===== src/rtl/umstr_reg_arb.sv =====
// Round-robin arbiter sharing one downstream register bus between two requesters,
// each with independent write and read channels, with a local transaction timeout.
module umstr_reg_arb #(
    parameter int DATA_WIDTH = 32,
    parameter int ADDR_WIDTH = 16,
    parameter int STRB_WIDTH = DATA_WIDTH / 8,
    parameter int TIMEOUT    = 16
) (
    input  logic                  clk,
    input  logic                  rst_n,
    input  logic [ADDR_WIDTH-1:0] s0_reg_wr_addr,
    input  logic [DATA_WIDTH-1:0] s0_reg_wr_data,
    input  logic [STRB_WIDTH-1:0] s0_reg_wr_strb,
    input  logic                  s0_reg_wr_en,
    output logic                  s0_reg_wr_wait,
    output logic                  s0_reg_wr_ack,
    input  logic [ADDR_WIDTH-1:0] s0_reg_rd_addr,
    input  logic                  s0_reg_rd_en,
    output logic [DATA_WIDTH-1:0] s0_reg_rd_data,
    output logic                  s0_reg_rd_wait,
    output logic                  s0_reg_rd_ack,
    input  logic [ADDR_WIDTH-1:0] s1_reg_wr_addr,
    input  logic [DATA_WIDTH-1:0] s1_reg_wr_data,
    input  logic [STRB_WIDTH-1:0] s1_reg_wr_strb,
    input  logic                  s1_reg_wr_en,
    output logic                  s1_reg_wr_wait,
    output logic                  s1_reg_wr_ack,
    input  logic [ADDR_WIDTH-1:0] s1_reg_rd_addr,
    input  logic                  s1_reg_rd_en,
    output logic [DATA_WIDTH-1:0] s1_reg_rd_data,
    output logic                  s1_reg_rd_wait,
    output logic                  s1_reg_rd_ack,
    output logic [ADDR_WIDTH-1:0] m_reg_wr_addr,
    output logic [DATA_WIDTH-1:0] m_reg_wr_data,
    output logic [STRB_WIDTH-1:0] m_reg_wr_strb,
    output logic                  m_reg_wr_en,
    input  logic                  m_reg_wr_wait,
    input  logic                  m_reg_wr_ack,
    output logic [ADDR_WIDTH-1:0] m_reg_rd_addr,
    output logic                  m_reg_rd_en,
    input  logic [DATA_WIDTH-1:0] m_reg_rd_data,
    input  logic                  m_reg_rd_wait,
    input  logic                  m_reg_rd_ack,
    output logic                  timeout_evt,
    output logic [1:0]            grant_src
);

    typedef enum logic [1:0] {IDLE, XFER, DONE} state_t;

    state_t                state_q, state_d;
    logic [1:0]            ptr_q, ptr_d;
    logic [1:0]            src_q, src_d;
    logic [ADDR_WIDTH-1:0] addr_q, addr_d;
    logic [DATA_WIDTH-1:0] data_q, data_d;
    logic [STRB_WIDTH-1:0] strb_q, strb_d;
    logic [DATA_WIDTH-1:0] rd_data_q, rd_data_d;
    logic [7:0]            tcnt_q, tcnt_d;
    logic                  m_wr_en_q, m_wr_en_d;
    logic                  m_rd_en_q, m_rd_en_d;
    logic [3:0]            ack_q, ack_d;
    logic                  tout_q, tout_d;
    logic                  run_q;

    logic [3:0] req;
    logic [3:0] wait_v;
    logic [1:0] win;
    logic [1:0] idx;
    logic       found;
    logic       m_ack;
    logic       m_wait;

    // Source index: bit 1 selects the port, bit 0 selects read (1) or write (0).
    assign req    = {s1_reg_rd_en, s1_reg_wr_en, s0_reg_rd_en, s0_reg_wr_en};
    assign m_ack  = src_q[0] ? m_reg_rd_ack : m_reg_wr_ack;
    assign m_wait = src_q[0] ? m_reg_rd_wait : m_reg_wr_wait;

    always_comb begin
        win   = ptr_q;
        idx   = ptr_q;
        found = 1'b0;
        for (int i = 0; i < 4; i++) begin
            idx = ptr_q + i[1:0];
            if (!found && req[idx]) begin
                win   = idx;
                found = 1'b1;
            end
        end
    end

    always_comb begin
        state_d   = state_q;
        ptr_d     = ptr_q;
        src_d     = src_q;
        addr_d    = addr_q;
        data_d    = data_q;
        strb_d    = strb_q;
        rd_data_d = rd_data_q;
        tcnt_d    = tcnt_q;
        m_wr_en_d = m_wr_en_q;
        m_rd_en_d = m_rd_en_q;
        ack_d     = '0;
        tout_d    = 1'b0;
        case (state_q)
            IDLE: begin
                if (found) begin
                    state_d   = XFER;
                    src_d     = win;
                    ptr_d     = win + 2'd1;
                    tcnt_d    = '0;
                    m_wr_en_d = ~win[0];
                    m_rd_en_d = win[0];
                    data_d    = '0;
                    strb_d    = '0;
                    case (win)
                        2'd0: begin
                            addr_d = s0_reg_wr_addr;
                            data_d = s0_reg_wr_data;
                            strb_d = s0_reg_wr_strb;
                        end
                        2'd1: addr_d = s0_reg_rd_addr;
                        2'd2: begin
                            addr_d = s1_reg_wr_addr;
                            data_d = s1_reg_wr_data;
                            strb_d = s1_reg_wr_strb;
                        end
                        default: addr_d = s1_reg_rd_addr;
                    endcase
                end
            end
            XFER: begin
                // A real ack wins over a timeout landing on the same edge.
                if (m_ack) begin
                    state_d   = DONE;
                    m_wr_en_d = 1'b0;
                    m_rd_en_d = 1'b0;
                    ack_d     = 4'b0001 << src_q;
                    if (src_q[0]) rd_data_d = m_reg_rd_data;
                end else if (m_wait) begin
                    tcnt_d = '0;
                end else if (tcnt_q == 8'(TIMEOUT - 1)) begin
                    state_d   = DONE;
                    m_wr_en_d = 1'b0;
                    m_rd_en_d = 1'b0;
                    ack_d     = 4'b0001 << src_q;
                    tout_d    = 1'b1;
                    if (src_q[0]) rd_data_d = '0;
                end else begin
                    tcnt_d = tcnt_q + 8'd1;
                end
            end
            DONE:    state_d = IDLE;
            default: state_d = IDLE;
        endcase
    end

    always_ff @(posedge clk or negedge rst_n) begin
        if (!rst_n) begin
            state_q   <= IDLE;
            ptr_q     <= '0;
            src_q     <= '0;
            addr_q    <= '0;
            data_q    <= '0;
            strb_q    <= '0;
            rd_data_q <= '0;
            tcnt_q    <= '0;
            m_wr_en_q <= 1'b0;
            m_rd_en_q <= 1'b0;
            ack_q     <= '0;
            tout_q    <= 1'b0;
            run_q     <= 1'b0;
        end else begin
            state_q   <= state_d;
            ptr_q     <= ptr_d;
            src_q     <= src_d;
            addr_q    <= addr_d;
            data_q    <= data_d;
            strb_q    <= strb_d;
            rd_data_q <= rd_data_d;
            tcnt_q    <= tcnt_d;
            m_wr_en_q <= m_wr_en_d;
            m_rd_en_q <= m_rd_en_d;
            ack_q     <= ack_d;
            tout_q    <= tout_d;
            run_q     <= 1'b1;
        end
    end

    // run_q keeps wait low while in reset even if requesters already hold en.
    always_comb begin
        wait_v = '0;
        for (int i = 0; i < 4; i++) begin
            wait_v[i] = run_q &&
                ((req[i] && !((state_q != IDLE) && (src_q == i[1:0]))) ||
                 ((state_q == XFER) && (src_q == i[1:0]) && m_wait));
        end
    end

    assign s0_reg_wr_wait = wait_v[0];
    assign s0_reg_rd_wait = wait_v[1];
    assign s1_reg_wr_wait = wait_v[2];
    assign s1_reg_rd_wait = wait_v[3];
    assign s0_reg_wr_ack  = ack_q[0];
    assign s0_reg_rd_ack  = ack_q[1];
    assign s1_reg_wr_ack  = ack_q[2];
    assign s1_reg_rd_ack  = ack_q[3];
    assign s0_reg_rd_data = rd_data_q;
    assign s1_reg_rd_data = rd_data_q;
    assign m_reg_wr_addr  = addr_q;
    assign m_reg_wr_data  = data_q;
    assign m_reg_wr_strb  = strb_q;
    assign m_reg_wr_en    = m_wr_en_q;
    assign m_reg_rd_addr  = addr_q;
    assign m_reg_rd_en    = m_rd_en_q;
    assign timeout_evt    = tout_q;
    assign grant_src      = src_q;

endmodule

===== config.mk =====
export PLATFORM = sky130hd
export DESIGN_NAME = umstr_reg_arb
export DESIGN_NICKNAME = d
export VERILOG_FILES = /design/src/rtl/umstr_reg_arb.sv
export SDC_FILE = /design/constraint.sdc
export NUM_CORES = 1
export LEC_CHECK = 0
export CORE_ASPECT_RATIO = 2
export CORE_MARGIN = 8
export CORE_UTILIZATION = 38
export DETAILED_ROUTE_END_ITERATION = 8
export PLACE_DENSITY_LB_ADDON = 0.1
export SLEW_MARGIN = 15
export SYNTH_ARGS = -nofsm -noshare
export SYNTH_HDL_FRONTEND = slang
export SYNTH_SLANG_ARGS = --single-unit

===== constraint.sdc =====
create_clock -name clk -period 3 [get_ports clk]
set_clock_uncertainty 0.2 [all_clocks]
set_input_delay 0.6 -clock clk [delete_from_list [all_inputs] [get_ports clk]]
set_output_delay 0.6 -clock clk [all_outputs]
set_load 0.01 [all_outputs]

### Word-level counts from Yosys, hierarchy flattened

Cells that the tools add are included.

* register bits: 106
* input port bits: 178
* output and inout bits: 145

* $add $sub $neg: 5
* magnitude comparators: 4
* eq/ne operators: 15
* shift operators: 1
* multiplexer cells: 50
* bitwise gates (word level): 1
* reduce and logical (&&, ||, !) cells: 45

Operators with widths (count)
* $mux W32: 5
* $pmux W32 S2: 1
* $pmux W16 S3: 1
* $mux W8: 4
* $logic_and A1 B1 Y1: 23
* $mux W1: 19
* $mux W4: 4
* $pmux W8 S2: 1
* $mux W2: 7
* $lt A2 B3 Y1 const B: 4
* $ne A3 B3 Y1 const B: 4
* $add A8 B1 Y8 const B: 1
* $bmux W1 S2: 4
* $eq A8 B4 Y1 const B: 1
* $ne A2 B2 Y1 const B: 4
* $pmux W4 S2: 1
* $reduce_and A4 Y1: 2
* $logic_not A1 Y1: 7
* $eq A2 B1 Y1 const B: 3
* $eq A2 B2 Y1 const B: 3
* $logic_not A2 Y1: 3
* $reduce_bool A2 Y1: 3
* $reduce_and A5 Y1: 1
* $add A2 B1 Y2 const B: 2
* 8 further kinds: 13

### Depth between registers and ports, before layout

* depth in word-level cells: 15
* gate-level depth with buffers: 11
* depth with buffers taken out: 9

### Least setup slack after synthesis

No wires, ideal clock.

* kind: in2reg
* start: input port s0_reg_wr_en
* end: register addr_q[10], in the netlist m_reg_rd_addr[10]
* setup time: 0.133 ns
* data arrival time: 2.491 ns
* setup slack: 0.176 ns
* stages: 11
* path buffers: 2
* path through: nor2b_1 > a211o_1 > a21oi_1 > inv_1 > ha_1 > clkbuf_1 > clkbuf_1 > a222oi_1 > nor2_1 > a21oi_1 > o21ai_0

* cells in the longest elaborated chain, start to end: 14
* elaborated cells on any way between the ends: 26

RTL lines
* start: declaration: line 14 `input logic s0_reg_wr_en,`
* $bmux W1 S2: line 83 `if (!found && req[idx]) begin`
* $mux W1 (not written as such): line 83
* $mux W1: line 83
* $logic_not A1 Y1: line 83
* $logic_and A1 B1 Y1: line 83
* $mux W1: line 83
* $logic_not A1 Y1: line 83
* $logic_and A1 B1 Y1: line 83
* $mux W1: line 83
* $logic_not A1 Y1: line 83
* $logic_and A1 B1 Y1: line 83
* $mux W2 *: line 83
* via win[0]: line 66 `logic [1:0] win;`
* $eq A2 B2 Y1, or another cell as far along: line 114 `case (win)`
* $pmux W16 S3 *: line 114
* end signal: assignment: line 175 `addr_q <= addr_d;`
* end: declaration: line 53 `logic [ADDR_WIDTH-1:0] addr_q, addr_d;`

Mark *: on every way through the listed nets, which the timed path passes. The rest lies on a longest branch. The select of a mux whose other input is x is not followed.
A chain may end at the register's enable or synchronous reset.

### Worst setup path after layout

* start: input port s1_reg_rd_en
* end: output port s1_reg_rd_wait

* cells in the longest elaborated chain, start to end: 3

RTL lines
* start: declaration: line 29 `input logic s1_reg_rd_en,`
* $logic_and A1 B1 Y1: line 193 `((req[i] && !((state_q != IDLE) && (src_q == i[1:0]))) ||`
* $logic_or A1 B1 Y1: line 193
* $logic_and A1 B1 Y1: line 192 `wait_v[i] = run_q &&`
* end: declaration: line 31 `output logic s1_reg_rd_wait,`

No other way between the ends.

==> results.py <==
metrics = {
    "run_status": {
        "status": "finished, final reports clean",
    },
    "cts": {
        "clk_latency_ns": 0.34,
        "cts-root-buf": "clkbuf_16",
        "cts_buffer_depth": 2,
        "htree_levels": 3,
        "numCtsBuffers": 9,
        "clkTransAtPathRegs_ns": 0.07,
        "cts_tree": "built",
        "clkSinkCount": 106,
    },
    "sta": {
        "setup_ws_ns": 0.0375,
        "max_freq_ghz": 0.338,
        "rsz0062_at_grt": "true",
        "fin_crit_ns": 2.96,
        "finalSetupViolCount": 0,
        "fin_crit_sh": 0.988,
        "relSlewSlack": 0.560,
        "finalSetupTns_ns": 0,
        "drv_slew": 0,
        "hold_violations": 0,
        "tightest_slew_ns": 0.656,
    },
    "yosys": {
        "synth.most_common_cell": "dfrtp_1",
        "synth-main-ff-cell": "dfrtp_1",
        "synth_edf_count": 0,
        "synth-seq-cells": 106,
        "synth_area_leaders": "dfrtp_1, buf_4, nor2_1",
        "synthesis.nets": 710,
        "syn_area_mm2": 0.00533,
        "synth_top_cell_area_share": 0.498,
        "syn_inst": 527,
        "yosysWarnings": 0,
        "synth_cell_types": 54,
        "yosysTopAreaCell": "dfrtp_1",
        "synthArstFlopShare": 1.00,
        "syn_avg_cell_area_um2": 10.1,
        "synth_common_cells": "dfrtp_1, nor2_1, buf_4",
        "ys_seq_area_frac": 0.498,
    },
    "detailed_routing": {
        "drc": 0,
        "wl_per_cell_um": 20.4,
        "first_pass_iters": 8,
        "wl_um": 20400,
        "route.vias.total": 5248,
        "ant_nets": 0,
        "vias_per_cell": 5.25,
        "drtIter0Drc": 207,
    },
    "placed_design": {
        "portBuffers": 322,
        "dp_hpwl_um": 16400,
        "place.gp.congestion": 0.984,
        "place_worst_setup_slack_ns": -0.289,
    },
    "global_route": {
        "grt_pass1_wl_um": 31000,
        "track_usage": 0.217,
        "grtUsageMet2": 0.397,
        "antenna_found_initial": 0,
        "met3_usage": 0.0747,
        "grtUsageMet1": 0.218,
        "grt_max_degree": 77,
        "grt_overflow_total": 0,
        "busiest_layer": "met2",
        "first_global_vias": 5671,
    },
    "floorplanning": {
        "die-width_um": 99.7,
        "die-area_mm2": 0.0183,
        "start_util": 0.386,
        "core_mm2": 0.0138,
        "num_io_pins": 323,
        "fp-row-count": 61,
        "die-height_um": 183,
    },
    "power": {
        "power_density_mw_per_mm2": 983,
        "p_leak_nw": 3.74,
        "peakVddDrop_uv": 475,
    },
    "worst_setup_path": {
        "worstPathRequired_ns": 2.20,
        "r2r_start": "ptr_q[1]",
        "path_max_fanout": 4,
        "start_kind": "input pin",
        "critPathKind": "in -> out",
        "critPathArrivalTime_ns": 2.16,
        "crit_start": "s1_reg_rd_en",
        "cp-end-kind": "output port",
    },
    "run": {
        "maxCapViolations": 0,
    },
    "worst_hold_path": {
        "min_from": "m_reg_wr_data[24]",
        "hp-class": "reg -> reg",
    },
    "final_layout": {
        "layout.nets": 988,
        "nFillCells": 1204,
        "antenna_cells": 0,
        "area_growth_pct": 66.7,
        "regArea_mm2": 0.00265,
        "multi_input_area_mm2": 0.00210,
        "drive_gt1_frac": 0.0926,
    },
}
registers in the layout, indices dropped and copies added, names as in the netlist, 2 cells and up:
signal,count
state_q,2
grant_src,2
m_reg_rd_addr,16
m_reg_wr_data,32
s0_reg_rd_data,32
ack_q,4
tcnt_q,8
m_reg_wr_strb,4
ptr_q,2
cell usage in the layout, fill, tap and decap left out, drive strengths merged, types with 9 or more instances in the layout:
master and n:
clkdlybuf4s50 320, dfrtp 106, nor2 96, a221oi 36, a22o 33, buf 33
o21ai 25, nand2 23, a21oi 18, a222oi 16, inv 12, clkbuf 9
metal layers:
| layer | wire length (µm) | part of all wire |
|---|---|---|
| met4 | 488 | 0.024 |
| met3 | 1990 | 0.097 |
| met5 | 0 | 0 |
| met1 | 7080 | 0.35 |
| met2 | 10800 | 0.53 |
power breakdown:
part           switching (mW)  leakage [nW]  internal (mW)
clock                   0.558         0.140          0.580
sequential              0.499          1.33           2.03
combinational            2.34          2.27           2.72
total                    3.40          3.74           5.33
cells by family after synthesis:
family,count (synthesis),synth area share
multiplexers,6,0.0127
AO/OA/AOI/OAI,155,0.227
adder cells (fa/ha/maj),5,0.0117
other,1,0.000704
flip-flops,106,0.498
buffers and inverters,97,0.116
AND/OR/NAND/NOR,157,0.134
metrics by stage:
| step | total power, mW | util | cell area (µm²) | hold slack (ns) | instances |
|---|---|---|---|---|---|
| global route | 9.33 | 0.643 | 8880 | 0.335 | 999 |
| floorplan | 5.11 | - | 5330 | 0.104 | 527 |
| finish | 8.73 | 0.643 | 8880 | 0.311 | 999 |
| global placement | 7.54 | 0.619 | 8560 | 0.294 | 982 |
| CTS | 8.79 | 0.641 | 8850 | 0.317 | 999 |
| detailed placement | 7.61 | 0.619 | 8560 | 0.300 | 982 |
area by class of cell:
| type | count | area share |
|---|---|---|
| sequential | 106 | 0.299 |
| clock buffer | 9 | 0.0254 |
| timing repair buffer | 355 | 0.402 |
| multi-input combinational | 324 | 0.236 |
| clock inverter | 7 | 0.00690 |
| inverter | 9 | 0.00380 |
| tap | 189 | 0.0266 |
final timing paths:
path                                     end  slack (ns)  depth (start not counted)
min                        m_reg_wr_data[24]        0.31                          2
max reg2reg                m_reg_wr_data[15]        0.51                          7
min in group asynchronous           ack_q[0]        0.54                          2
min reg2reg                m_reg_wr_data[24]        0.31                          2
max in group asynchronous   m_reg_wr_data[0]        1.31                          3
max                           s1_reg_rd_wait        0.04                          5
repair_timing:
item / 4_1_cts / 5_1_grt
hold endpoints to repair: 18 / 0
hold buffers: 1 / 0
setup endpoints to repair: 0 / 17
gates resized for setup: 0 / 5
buffers inserted: 0 / 0
worst max-delay path: stages:
cell and delay [ns]:
clkdlybuf4s50_1 0.52, buf_4 0.15, o21ai_0 0.08, a21boi_0 0.23
clkdlybuf4s50_1 0.58
No activity file was read; power rests on OpenSTA's default activity.
